`config.mk`:
```
export PLATFORM = sky130hd
export DESIGN_NAME = bus_master_arbiter
export DESIGN_NICKNAME = d
export VERILOG_FILES = /design/src/rtl/cpu_reg_package.sv /design/src/rtl/bus_master_arbiter.sv
export SDC_FILE = /design/constraint.sdc
export NUM_CORES = 1
export LEC_CHECK = 0
export CAP_MARGIN = 40
export CORE_ASPECT_RATIO = 2
export CORE_UTILIZATION = 30
export DETAILED_ROUTE_END_ITERATION = 12
export GPL_ROUTABILITY_DRIVEN = 0
export PLACE_DENSITY_LB_ADDON = 0.25
export SETUP_SLACK_MARGIN = 0.15
export SLEW_MARGIN = 5
export SYNTH_ARGS = -nofsm -noshare
export SYNTH_HDL_FRONTEND = slang
export SYNTH_SLANG_ARGS = --single-unit
```
`constraint.sdc`:
```
create_clock -name clk_i -period 5.7 [get_ports clk_i]
set_input_delay 1.71 -clock clk_i [delete_from_list [all_inputs] [get_ports clk_i]]
set_output_delay 1.71 -clock clk_i [all_outputs]
set_load 0.03 [all_outputs]
```
`src/rtl/cpu_reg_package.sv`:
```
// Shared register-bus definitions for the rv32 peripheral bus.
// Holds the bus widths and the state encoding of the bus master arbiter.
package cpu_reg_package;

  localparam int address_width = 32;
  localparam int data_width    = 32;

  typedef enum logic [2:0] {
    ARB_CPU      = 3'd0,
    ARB_DRAIN    = 3'd1,
    ARB_EXT_IDLE = 3'd2,
    ARB_EXT_ACC  = 3'd3,
    ARB_EXT_RESP = 3'd4,
    ARB_COOL     = 3'd5
  } bus_arb_state_t;

endpackage

```
`src/rtl/bus_master_arbiter.sv`:
```
// Shares the peripheral bus between the CPU and one external master: halts the CPU,
// drains in-flight activity, then runs single-beat external transactions.
module bus_master_arbiter
  import cpu_reg_package::*;
#(
  parameter int MAX_BURST = 16,
  parameter int CPU_SLOT  = 4
) (
  input  logic                     clk_i,
  input  logic                     reset_i,
  input  logic [address_width-1:0] cpu_address_i,
  input  logic                     cpu_we_i,
  input  logic [3:0]               cpu_we_ram_i,
  input  logic [data_width-1:0]    cpu_data_i,
  output logic                     cpu_halt_o,
  input  logic                     ext_req_i,
  output logic                     ext_gnt_o,
  input  logic                     ext_valid_i,
  output logic                     ext_ready_o,
  input  logic [address_width-1:0] ext_address_i,
  input  logic                     ext_we_i,
  input  logic [data_width-1:0]    ext_wdata_i,
  output logic [data_width-1:0]    ext_rdata_o,
  output logic                     ext_rvalid_o,
  output logic [address_width-1:0] bus_address_o,
  output logic                     bus_we_o,
  output logic [3:0]               bus_we_ram_o,
  output logic [data_width-1:0]    bus_data_o,
  input  logic [data_width-1:0]    bus_rdata_i,
  input  logic                     module_busy_i
);

  localparam int BURST_W = (MAX_BURST > 0) ? $clog2(MAX_BURST + 1) : 1;
  localparam int SLOT_W  = $clog2(CPU_SLOT + 1);
  localparam logic [BURST_W-1:0] BURST_LIMIT = BURST_W'(MAX_BURST);
  localparam logic [SLOT_W-1:0]  SLOT_LAST   = SLOT_W'(CPU_SLOT - 1);

  bus_arb_state_t           state_q, state_d;
  logic [BURST_W-1:0]       burst_q, burst_d, burst_inc;
  logic [SLOT_W-1:0]        slot_q, slot_d;
  logic                     halt_q, gnt_q, rvalid_q;
  logic [data_width-1:0]    rdata_q;
  logic [address_width-1:0] txn_addr_q;
  logic [data_width-1:0]    txn_data_q;
  logic                     txn_we_q;
  logic                     accept, capture, pass_through;

  assign accept       = (state_q == ARB_EXT_IDLE) && ext_valid_i;
  assign capture      = (state_q == ARB_EXT_RESP) && !module_busy_i;
  assign pass_through = (state_q == ARB_CPU) || (state_q == ARB_DRAIN) || (state_q == ARB_COOL);
  assign burst_inc    = burst_q + 1'b1;

  always_comb begin
    state_d = state_q;
    burst_d = burst_q;
    case (state_q)
      ARB_CPU:      if (ext_req_i) state_d = ARB_DRAIN;
      // slot_q doubles as the drain-cycle counter; nonzero means two cycles have passed
      ARB_DRAIN: begin
        if (!ext_req_i)                           state_d = ARB_CPU;
        else if ((slot_q != '0) && !module_busy_i) state_d = ARB_EXT_IDLE;
      end
      ARB_EXT_IDLE: begin
        if (accept)          state_d = ARB_EXT_ACC;
        else if (!ext_req_i) state_d = ARB_CPU;
      end
      ARB_EXT_ACC:  state_d = ARB_EXT_RESP;
      ARB_EXT_RESP: begin
        if (capture) begin
          burst_d = burst_inc;
          if ((MAX_BURST != 0) && (burst_inc == BURST_LIMIT)) state_d = ARB_COOL;
          else                                                state_d = ARB_EXT_IDLE;
        end
      end
      ARB_COOL:     if (slot_q == SLOT_LAST) state_d = ext_req_i ? ARB_DRAIN : ARB_CPU;
      default:      state_d = ARB_CPU;
    endcase
    if ((state_d == ARB_CPU) || (state_d == ARB_COOL)) burst_d = '0;
  end

  always_comb begin
    if (state_d != state_q)             slot_d = '0;
    else if (slot_q != {SLOT_W{1'b1}})  slot_d = slot_q + 1'b1;
    else                                slot_d = slot_q;
  end

  always_ff @(posedge clk_i) begin
    if (reset_i) begin
      state_q  <= ARB_CPU;
      burst_q  <= '0;
      slot_q   <= '0;
      halt_q   <= 1'b0;
      gnt_q    <= 1'b0;
      rvalid_q <= 1'b0;
      rdata_q  <= '0;
      txn_we_q <= 1'b0;
    end else begin
      state_q  <= state_d;
      burst_q  <= burst_d;
      slot_q   <= slot_d;
      halt_q   <= (state_d != ARB_CPU) && (state_d != ARB_COOL);
      gnt_q    <= (state_d == ARB_EXT_IDLE) || (state_d == ARB_EXT_ACC) ||
                  (state_d == ARB_EXT_RESP);
      rvalid_q <= capture;
      if (capture) rdata_q  <= bus_rdata_i;
      if (accept)  txn_we_q <= ext_we_i;
    end
  end

  // Address/data latch tracks the CPU while it drives, so EXT_IDLE holds the last bus values
  always_ff @(posedge clk_i) begin
    if (accept) begin
      txn_addr_q <= ext_address_i;
      txn_data_q <= ext_wdata_i;
    end else if (pass_through) begin
      txn_addr_q <= cpu_address_i;
      txn_data_q <= cpu_data_i;
    end
  end

  always_comb begin
    if (pass_through) begin
      bus_address_o = cpu_address_i;
      bus_we_o      = cpu_we_i;
      bus_we_ram_o  = cpu_we_ram_i;
      bus_data_o    = cpu_data_i;
    end else begin
      bus_address_o = txn_addr_q;
      bus_we_o      = (state_q == ARB_EXT_ACC) && txn_we_q;
      bus_we_ram_o  = ((state_q == ARB_EXT_ACC) && txn_we_q) ? 4'hF : 4'h0;
      bus_data_o    = txn_data_q;
    end
  end

  assign ext_ready_o  = (state_q == ARB_EXT_IDLE);
  assign cpu_halt_o   = halt_q;
  assign ext_gnt_o    = gnt_q;
  assign ext_rvalid_o = rvalid_q;
  assign ext_rdata_o  = rdata_q;

endmodule

```
== Word level (Yosys, flattened, before mapping) ==
Index checks and enable logic that the tools add are counted.

* ROM bits: 0
* Memories kept: 0
* Bits in writable memories: 0
* Output and inout bits: 105
* Latch bits: 0
* Register bits: 111
* Bits of input ports: 171

* Bitwise logic cells: 0
* Div/mod/pow operators: 0
* Equality and inequality tests: 14
* Reductions and logical operators: 18
* Shifts and indexed selects: 0
* Multiply operators: 0
* Add/sub/neg operators: 2
* Order comparisons: 0
* Multiplexer cells: 17

{| class="wikitable"
|+ Operator list
! kind !! number
|-
| $mux 32 || 4
|-
| $mux 3 || 8
|-
| $pmux 3 s6 || 1
|-
| $eq 3x2->1 const B || 5
|-
| $eq 3x3->1 const B || 4
|-
| $mux 4 || 2
|-
| $logic_not 3->1 || 2
|-
| $ne 3x3->1 const B || 2
|-
| $reduce_bool 3->1 || 2
|-
| $add 5x1->5 const B || 1
|-
| $eq 5x5->1 const B || 1
|-
| $logic_and 1x1->1 || 5
|-
| $logic_or 1x1->1 || 5
|-
| $reduce_or 2->1 || 2
|-
| $add 3x1->3 const B || 1
|-
| $eq 3x1->1 const B || 1
|-
| $ne 3x3->1 || 1
|-
| $mux 1 || 2
|-
| $reduce_and 2->1 || 1
|-
| $logic_not 1->1 || 1
|}

== Longest topological paths before layout ==
Gate-level depths: netlist of run 1.

* Depth after elaboration: 8
* Mapped depth: 8
* Depth with buffers taken out: 8

== Worst setup path after synthesis of run 1 ==
No wires, ideal clock.

* Kind: input-to-output
* From: in cpu_address_i[26]
* To: out bus_address_o[26]
* Stages on the path: 1
* Arrival time: 2130 ps
* Required time: 3990 ps
* Setup slack: 1860 ps
* Cells stage by stage: mux2_1

* Word-level cells in the longest chain between the ends: 1

{| class="wikitable"
|+ Ends and longest elaborated chain
! what !! line !! source
|-
| start, declared || bus_master_arbiter.sv:11 || <nowiki>input logic [address_width-1:0] cpu_address_i,</nowiki>
|-
| $mux 32 || - ||
|-
| end, declared || bus_master_arbiter.sv:25 || <nowiki>output logic [address_width-1:0] bus_address_o,</nowiki>
|}

No other way between the ends.

== Final worst setup path of run 1 ==
* From: in cpu_data_i[4]
* To: out bus_data_o[4]

* Word-level cells in the longest chain between the ends: 1

{| class="wikitable"
|+ Ends and longest elaborated chain
! what !! line !! source
|-
| start, declared || bus_master_arbiter.sv:14 || <nowiki>input logic [data_width-1:0] cpu_data_i,</nowiki>
|-
| $mux 32 || - ||
|-
| end, declared || bus_master_arbiter.sv:28 || <nowiki>output logic [data_width-1:0] bus_data_o,</nowiki>
|}

No other way between the ends.

==> impl_metrics.ini, run 1 <==
[outcome]
status = finished, final reports clean

[drt]
drt_pass1_iterations = 4
viasPerCell = 4.636
wire_per_inst_um = 15.98
ant_nets = 0
drtIter0Drc = 74
remaining_drc_errors = 0
routed_wl_um = 14590
vias = 4233

[floorplan]
die-area_um2 = 16570
die_h_um = 181.0
rows = 65
ioPinCount = 276
initial_utilization = 0.3063
core_area_um2 = 15700
die_w_um = 91.52

[timing]
setup_slack_ps = 926.9
finalHoldViolCount = 0
post-route-period-util = 0.8374
setup-tns-final_ps = 0
worst_pin_slew_ps = 751.9
rsz0062_at_grt = no
max-slew-margin-rel = 0.4987
slew_viol_final = 0
timing.fmax_mhz = 209.5
hold_ws_ps = 453.9
finClkSkew_ps = 8.747
timing.final.crit_period_ps = 4773
finalSetupViolations = 0

[logic_synthesis]
synth.area.top_cells = dfxtp_1 46%, mux2_2 29%, nand2_1 5.5%, a21oi_1 3.6%, buf_2 1.8%
synth_edf_count = 0
synthesis.area_um2 = 4808
synthTopCellsByCount = 123 x mux2_2, 111 x dfxtp_1, 71 x nand2_1
synth_top_area_cell = dfxtp_1
async_flop_share = 0
ys_seq_area_frac = 0.4621
yosysUniqueCellTypes = 43
ys_warn_count = 0
synthCells = 446
ys_ff_latch = 111
yosysTopAreaCellShare = 0.4621
synth_ff_type = dfxtp_1
synth_area_per_cell_um2 = 10.78
syn_nets = 622
synth_most_common_cell = mux2_2

[placement]
post_dp_cell_area_um2 = 7752
port_buffers = 275
dp_hpwl_um = 11260
dpl_worst_slack_ps = 922.5

[critical_path]
path_class = input port to output pin
cp_common_cell = clkdlybuf4s50_1
rr_endpoint = burst_q[4]
cp_num_buf_inv = 2
worstPathMaxFanout = 2
crit_path_cell_trace = clkdlybuf4s50_1 -> mux2_2 -> clkdlybuf4s50_1
critical-path-top-delay-family = buffers and inverters
rrSetupSlack_ps = 3180
endpoint_kind = output pin
critPathLaunchType = input port
critPathMaxStageDelay_ps = 660
worstReg2RegStart = state_q[2]
critPathSlowestCell = clkdlybuf4s50_1
cp.required_ps = 3990
cp-startpoint = cpu_data_i[4]
r2r_cells = 6
critPathArrivalTime_ps = 3060

[layout]
final_cell_area_um2 = 8059
syn_to_final_growth_pct = 67.60
drive_gt1_frac = 0.2191
fin_util = 0.5134
filler_cell_count = 1388
antenna_cells = 0
final_nets = 884

[clock_tree]
root_buffer = clkbuf_16
cts_buffer_depth = 2
clock_latency_ps = 340
post_cts_resized = 0
cts_max_level = 3
postCtsHoldBufs = 0
clock_sinks = 111
cts_tree = built
numCtsBuffers = 9
clk_pin_slew_ps = 70
cts_setup_buffers = 0

[worst_hold_path]
min_to = ext_rdata_o[14]
min_path_cells = 2
min_from = ext_rdata_o[14]
holdCritPathClass = flip-flop to flip-flop

[grt]
grt_max_degree = 61
grt_use_total = 0.1737
antenna_found_initial = 0
grt.overflow.total = 0
grt_pass1_wl_um = 22790
grt_pass1_vias = 4378

[job]
cap_viol_max_count = 0

[pwr]
p_per_area_nw_per_um2 = 222.6
peakVddDrop_mv = 0.1369
p_leak_uw = 0.003018
power breakdown:
| group | internal, µW | leakage (µW) | switching [µW] |
|---|---|---|---|
| Sequential | 806 | 0.000919 | 9.39 |
| Clock | 364 | 0.000144 | 280 |
| Combinational | 202 | 0.00195 | 132 |
worst reg2reg max path: cells and delay by family, from the launching register on:
kind / cells / cell delay, ps
simple gates: 2 / 920
compound gates: 3 / 660
flops: 1 / 440
xor+xnor: 1 / 370
metrics by stage:
stage,power [µW],std cells
6_report,1794,913
5_1_grt,1877,913
4_1_cts,1830,913
3_5_place_dp,1169,898
3_3_place_gp,1161,896
2_1_floorplan,977.2,446
final cells by class:
class / instances / area [µm²] / area share
clock buffers: 11 / 252.7 / 0.03136
clock inverters: 4 / 53.80 / 0.006676
inverters: 5 / 18.77 / 0.002329
multi-input cells: 300 / 2435 / 0.3021
flip-flops and latches: 111 / 2222 / 0.2757
well taps: 201 / 251.5 / 0.03121
repair buffers: 281 / 2825 / 0.3506
logic make-up (layout without fill, tap and decap cells):
group / after synthesis / count (layout) / share of synthesized area
adder cells (fa/ha/maj): 5 / 5 / 0.01301
flip-flops: 111 / 111 / 0.4621
buffers and inverters: 35 / 301 / 0.03565
AND/OR/NAND/NOR: 98 / 98 / 0.08848
AO/OA/AOI/OAI: 60 / 60 / 0.08249
XOR/XNOR: 7 / 7 / 0.01431
multiplexers: 130 / 130 / 0.3039
per-layer routing:
layer	share of wire	vias to the layer above	global-route usage
met2	0.55	197	0.3402
met1	0.35	1962	0.1719
met3	0.084	10	0.05135
li1	-	2064	-
met5	0	-	0
met4	0.012	0	0.04698
registers in the layout, summed over array words and instances (netlist names):
name / cells
burst_q: 5
cpu_halt_o: 1
ext_gnt_o: 1
ext_rdata_o: 32
ext_rvalid_o: 1
slot_q: 3
state_q: 3
txn_addr_q: 32
txn_data_q: 32
txn_we_q: 1
cells in the final DEF, fill, tap and decap left out, types with 2 or more instances in the layout:
| cell | instances |
|---|---|
| clkinvlp_4 | 2 |
| xnor2_1 | 2 |
| dfxtp_1 | 111 |
| mux2_2 | 123 |
| buf_4 | 4 |
| nor2b_1 | 2 |
| clkdlybuf4s50_1 | 275 |
| a211oi_1 | 4 |
| xor2_1 | 4 |
| nor2_1 | 10 |
| nand4_1 | 2 |
| a21oi_4 | 2 |
| nand2_1 | 71 |
| o21ai_0 | 2 |
| a21oi_1 | 35 |
| clkbuf_8 | 2 |
| nor3_1 | 4 |
| mux2i_1 | 2 |
| inv_1 | 4 |
| mux2_1 | 5 |
| ha_1 | 5 |
| clkbuf_16 | 9 |
| a21o_1 | 7 |
worst max path at each step:
stage,cells after the start,to
2_1_floorplan,1,bus_address_o[26]
3_3_place_gp,3,bus_data_o[4]
3_5_place_dp,3,bus_data_o[4]
4_1_cts,3,bus_data_o[4]
5_1_grt,3,bus_address_o[26]
6_report,3,bus_data_o[4]
Note: power is estimated with default switching activity, not from simulation.
==> run 2: changes to the inputs <==
clock period = 4.25 ns   (was 5.7 ns; I/O delays follow)
==> impl_metrics.ini, run 2 (synthesized netlist as in run 1, its figures left out) <==
[timing]
hold_ws_ps = 456.2
finClkSkew_ps = 10.47
worst_pin_slew_ps = 681.5
timing.final.crit_period_ps = 3903
setup_slack_ps = 346.8
slew_viol_final = 0
rsz0062_at_grt = no
finalSetupViolations = 0
setup-tns-final_ps = 0
max-slew-margin-rel = 0.5447
finalHoldViolCount = 0
timing.fmax_mhz = 256.2
post-route-period-util = 0.9184

[drt]
routed_wl_um = 14540
vias = 4201
drt_pass1_iterations = 4
remaining_drc_errors = 0
viasPerCell = 4.596
wire_per_inst_um = 15.91
ant_nets = 0
drtIter0Drc = 81

[worst_hold_path]
min_path_cells = 2
min_from = ext_rdata_o[28]
min_to = ext_rdata_o[28]
holdCritPathClass = flip-flop to flip-flop

[layout]
final_nets = 884
filler_cell_count = 1396
layout_commonest_cell = clkdlybuf4s50_1
syn_to_final_growth_pct = 67.58
fin_util = 0.5134
regArea_um2 = 2222
drive_gt1_frac = 0.2188
antenna_cells = 0
final_cell_mix = 275 x clkdlybuf4s50_1, 123 x mux2_2, 111 x dfxtp_1, 71 x nand2_1, 35 x a21oi_1
multi_input_area_um2 = 2435

[grt]
grt_max_degree = 70
grt_busiest_layer = met2
grt_pass1_wl_um = 22680
antenna_found_initial = 0
grt_use_total = 0.1737
gr-usage-met3 = 0.05598
grt.overflow.total = 0
met1_usage = 0.1741
use_met2 = 0.3323
grt_pass1_vias = 4383

[placement]
dpl_worst_slack_ps = 324.7
dp_hpwl_um = 11090
port_buffers = 275

[critical_path]
critPathArrivalTime_ps = 2630
endpoint_kind = output pin
worstReg2RegStart = state_q[2]
rr_endpoint = burst_q[1]
r2r_cells = 6
path_class = input port to output pin
worstPathMaxFanout = 2
cp.required_ps = 2970
cp-startpoint = cpu_address_i[10]
critPathLaunchType = input port
rrSetupSlack_ps = 2270

[floorplan]
die_w_um = 91.52
die-area_um2 = 16570
initial_utilization = 0.3063
rows = 65
core_area_um2 = 15700
die_h_um = 181.0
ioPinCount = 276

[clock_tree]
clk_pin_slew_ps = 70
numCtsBuffers = 9
clock_sinks = 111
cts_tree = built
clock_latency_ps = 350
cts_max_level = 3
postCtsHoldBufs = 0
cts_setup_buffers = 0
post_cts_resized = 0
root_buffer = clkbuf_16
cts_buffer_depth = 2

[job]
cap_viol_max_count = 0

[pwr]
peakVddDrop_mv = 0.1747
p_leak_uw = 0.003024
p_per_area_nw_per_um2 = 300.0

[outcome]
status = finished, final reports clean
## run 2: cell types whose count changed in the layout (fill, tap and decap cells not counted), sizes merged
cell / delta
clkinvlp: -2
clkinv: +3
## run 2: worst max-delay path by stage
| stage | end | slack, ps | cells after the start |
|---|---|---|---|
| after floorplan | bus_address_o[26] | 1280 | 1 |
| after global placement | bus_data_o[4] | 340 | 3 |
| after detailed placement | bus_address_o[10] | 320 | 3 |
| after CTS | bus_address_o[10] | 320 | 3 |
| after global routing | bus_we_ram_o[1] | 220 | 4 |
| final | bus_address_o[10] | 350 | 3 |
## run 2: cell type report
type	count	share of cell area
timing repair buffer	281	0.3503
clock buffer	11	0.03012
inverter	5	0.002329
multi-input combinational	300	0.3022
clock inverter	5	0.008075
sequential	111	0.2758
tap	201	0.03121
## run 2: stage by stage
step / area [µm²] / total power (µW) / instances
after floorplan: 4808 / 1311 / 446
after global placement: 7750 / 1560 / 898
after detailed placement: 7750 / 1569 / 898
after CTS: 8058 / 2460 / 914
after global routing: 8058 / 2523 / 914
final: 8058 / 2418 / 914
## run 2: critical path, stage by stage
cell and delay [ps]:
clkdlybuf4s50_1 510, mux2_2 180, clkdlybuf4s50_1 660
## run 2: power breakdown
group          internal [µW]  leakage, µW  switching [µW]
clock                    480     0.000150             396
sequential              1080     0.000919            12.4
combinational            271      0.00195             178
total                   1830      0.00302             586
## run 2: routing by layer
layer | routed length, µm | vias up
met3 | 1235 | 17
li1 | - | 2065
met2 | 7820 | 199
met5 | 0 | -
met4 | 239 | 0
met1 | 5244 | 1920
==> run 3: changes to the inputs <==
--- a/config.mk
+++ b/config.mk
@@ -9,7 +9,8 @@
 export CORE_ASPECT_RATIO = 2
 export CORE_UTILIZATION = 30
+export CTS_CLUSTER_DIAMETER = 50
 export DETAILED_ROUTE_END_ITERATION = 12
 export GPL_ROUTABILITY_DRIVEN = 0
-export PLACE_DENSITY_LB_ADDON = 0.25
+export PLACE_DENSITY = 0.68
 export SETUP_SLACK_MARGIN = 0.15
 export SLEW_MARGIN = 5
==> constraint.sdc (replaced) <==
create_clock -name clk_i -period 4.25 [get_ports clk_i]
set_input_delay 1.275 -clock clk_i [delete_from_list [all_inputs] [get_ports clk_i]]
set_output_delay 1.275 -clock clk_i [all_outputs]
set_load 0.1 [all_outputs]
==> impl_metrics.ini, run 3 (synthesized netlist as in run 1, its figures left out) <==
[floorplan]
rows = 65
core_area_um2 = 15700
die_w_um = 91.52
die_h_um = 181.0
die-area_um2 = 16570
ioPinCount = 276
initial_utilization = 0.3063

[grt]
grt_pass1_wl_um = 24160
grt_pass1_vias = 4708
grt.overflow.total = 0
antenna_found_initial = 0
grt_use_total = 0.1892
grt_max_degree = 70

[clock_tree]
clock_sinks = 111
cts_buffer_depth = 2
clock_latency_ps = 350
cts_setup_buffers = 0
cts_max_level = 3
postCtsHoldBufs = 0
root_buffer = clkbuf_16
clk_pin_slew_ps = 80
post_cts_resized = 0
numCtsBuffers = 9
cts_tree = built

[pwr]
p_leak_uw = 0.003677
finalPower_uw = 2744
peakVddDrop_mv = 0.1742
p_per_area_nw_per_um2 = 293.5

[critical_path]
cp-startpoint = state_q[1]
path_class = flip-flop to output pin
critPathLaunchType = flip-flop
rrSetupSlack_ps = 2080
endpoint_kind = output pin
critPathArrivalTime_ps = 2300
worstPathMaxFanout = 10
worstReg2RegStart = state_q[2]
r2r_cells = 6
cp.required_ps = 2970
endpoint = bus_we_ram_o[2]
rr_endpoint = burst_q[3]

[layout]
final_cell_mix = 205 x clkdlybuf4s50_1, 123 x mux2_2, 111 x dfxtp_1, 71 x nand2_1, 70 x buf_12
final_nets = 919
syn_to_final_growth_pct = 94.38
layout_commonest_cell = clkdlybuf4s50_1
final_cell_area_um2 = 9346
antenna_cells = 0
drive_gt1_frac = 0.3503
filler_cell_count = 1201

[worst_hold_path]
min_path_cells = 2
min_from = ext_rdata_o[31]
holdCritPathClass = flip-flop to flip-flop

[placement]
dp_hpwl_um = 12570
dpl_worst_slack_ps = 722.9
port_buffers = 275
post_dp_cell_area_um2 = 9039

[timing]
finalHoldViolCount = 0
setup_slack_ps = 674.8
timing.fmax_mhz = 279.7
finClkSkew_ps = 11.99
finalSetupViolations = 0
worst_pin_slew_ps = 920.1
timing.final.crit_period_ps = 3575
slew_viol_final = 0
setup-tns-final_ps = 0
rsz0062_at_grt = no
post-route-period-util = 0.8412
max-slew-margin-rel = 0.3853
hold_ws_ps = 453.1

[drt]
routed_wl_um = 15790
remaining_drc_errors = 0
drtIter0Drc = 87
drt_pass1_iterations = 4
ant_nets = 0
vias = 4392
wire_per_inst_um = 16.63
viasPerCell = 4.628

[job]
cap_viol_max_count = 0

[outcome]
status = finished, final reports clean
## run 3: cell types whose count changed in the layout (fill, tap and decap cells not counted)
cell / delta
buf_12: +68
buf_16: +7
buf_4: +2
buf_8: +28
clkbuf_1: -1
clkdlybuf4s50_1: -70
clkinv_2: +1
clkinv_4: -1
clkinvlp_4: +1
## run 3: routing by layer
metal	vias up	track usage	part of all wire
li1	2139	-	-
met1	2003	0.1878	0.36
met2	219	0.3549	0.52
met3	31	0.04882	0.075
met4	0	0.09333	0.036
met5	-	0	0
## run 3: through the flow
step / std cells / util
final: 949 / 0.5955
after global routing: 949 / 0.5955
after CTS: 949 / 0.5955
after detailed placement: 933 / 0.5758
after global placement: 898 / 0.5368
after floorplan: 446 / -
## run 3: where the power goes
group	leakage [µW]	switching, µW	internal (µW)
logic	0.00261	418	359
registers	0.000919	13.1	1080
clock network	0.000149	395	477
## run 3: worst max-delay path, stage by stage (launching register included)
cell and delay [ps]:
dfxtp_1 650, nand2_1 140, nor3b_1 770, a21o_1 200, buf_12 180
## run 3: area by class of cell
cell class	count	area, µm²	share of cell area
inverters	5	18.77	0.002008
clock buffers	10	239.0	0.02557
clock inverters	6	68.82	0.007363
well taps	201	251.5	0.02691
repair buffers	316	4111	0.4399
flip-flops and latches	111	2222	0.2378
multi-input cells	300	2435	0.2605
## run 3: worst min-delay path by stage
stage	to	slack (ps)
global route	ext_rdata_o[17]	490
detailed placement	ext_rdata_o[18]	450
global placement	ext_rdata_o[29]	440
finish	ext_rdata_o[31]	450
CTS	ext_rdata_o[31]	460
floorplan	txn_we_q	450
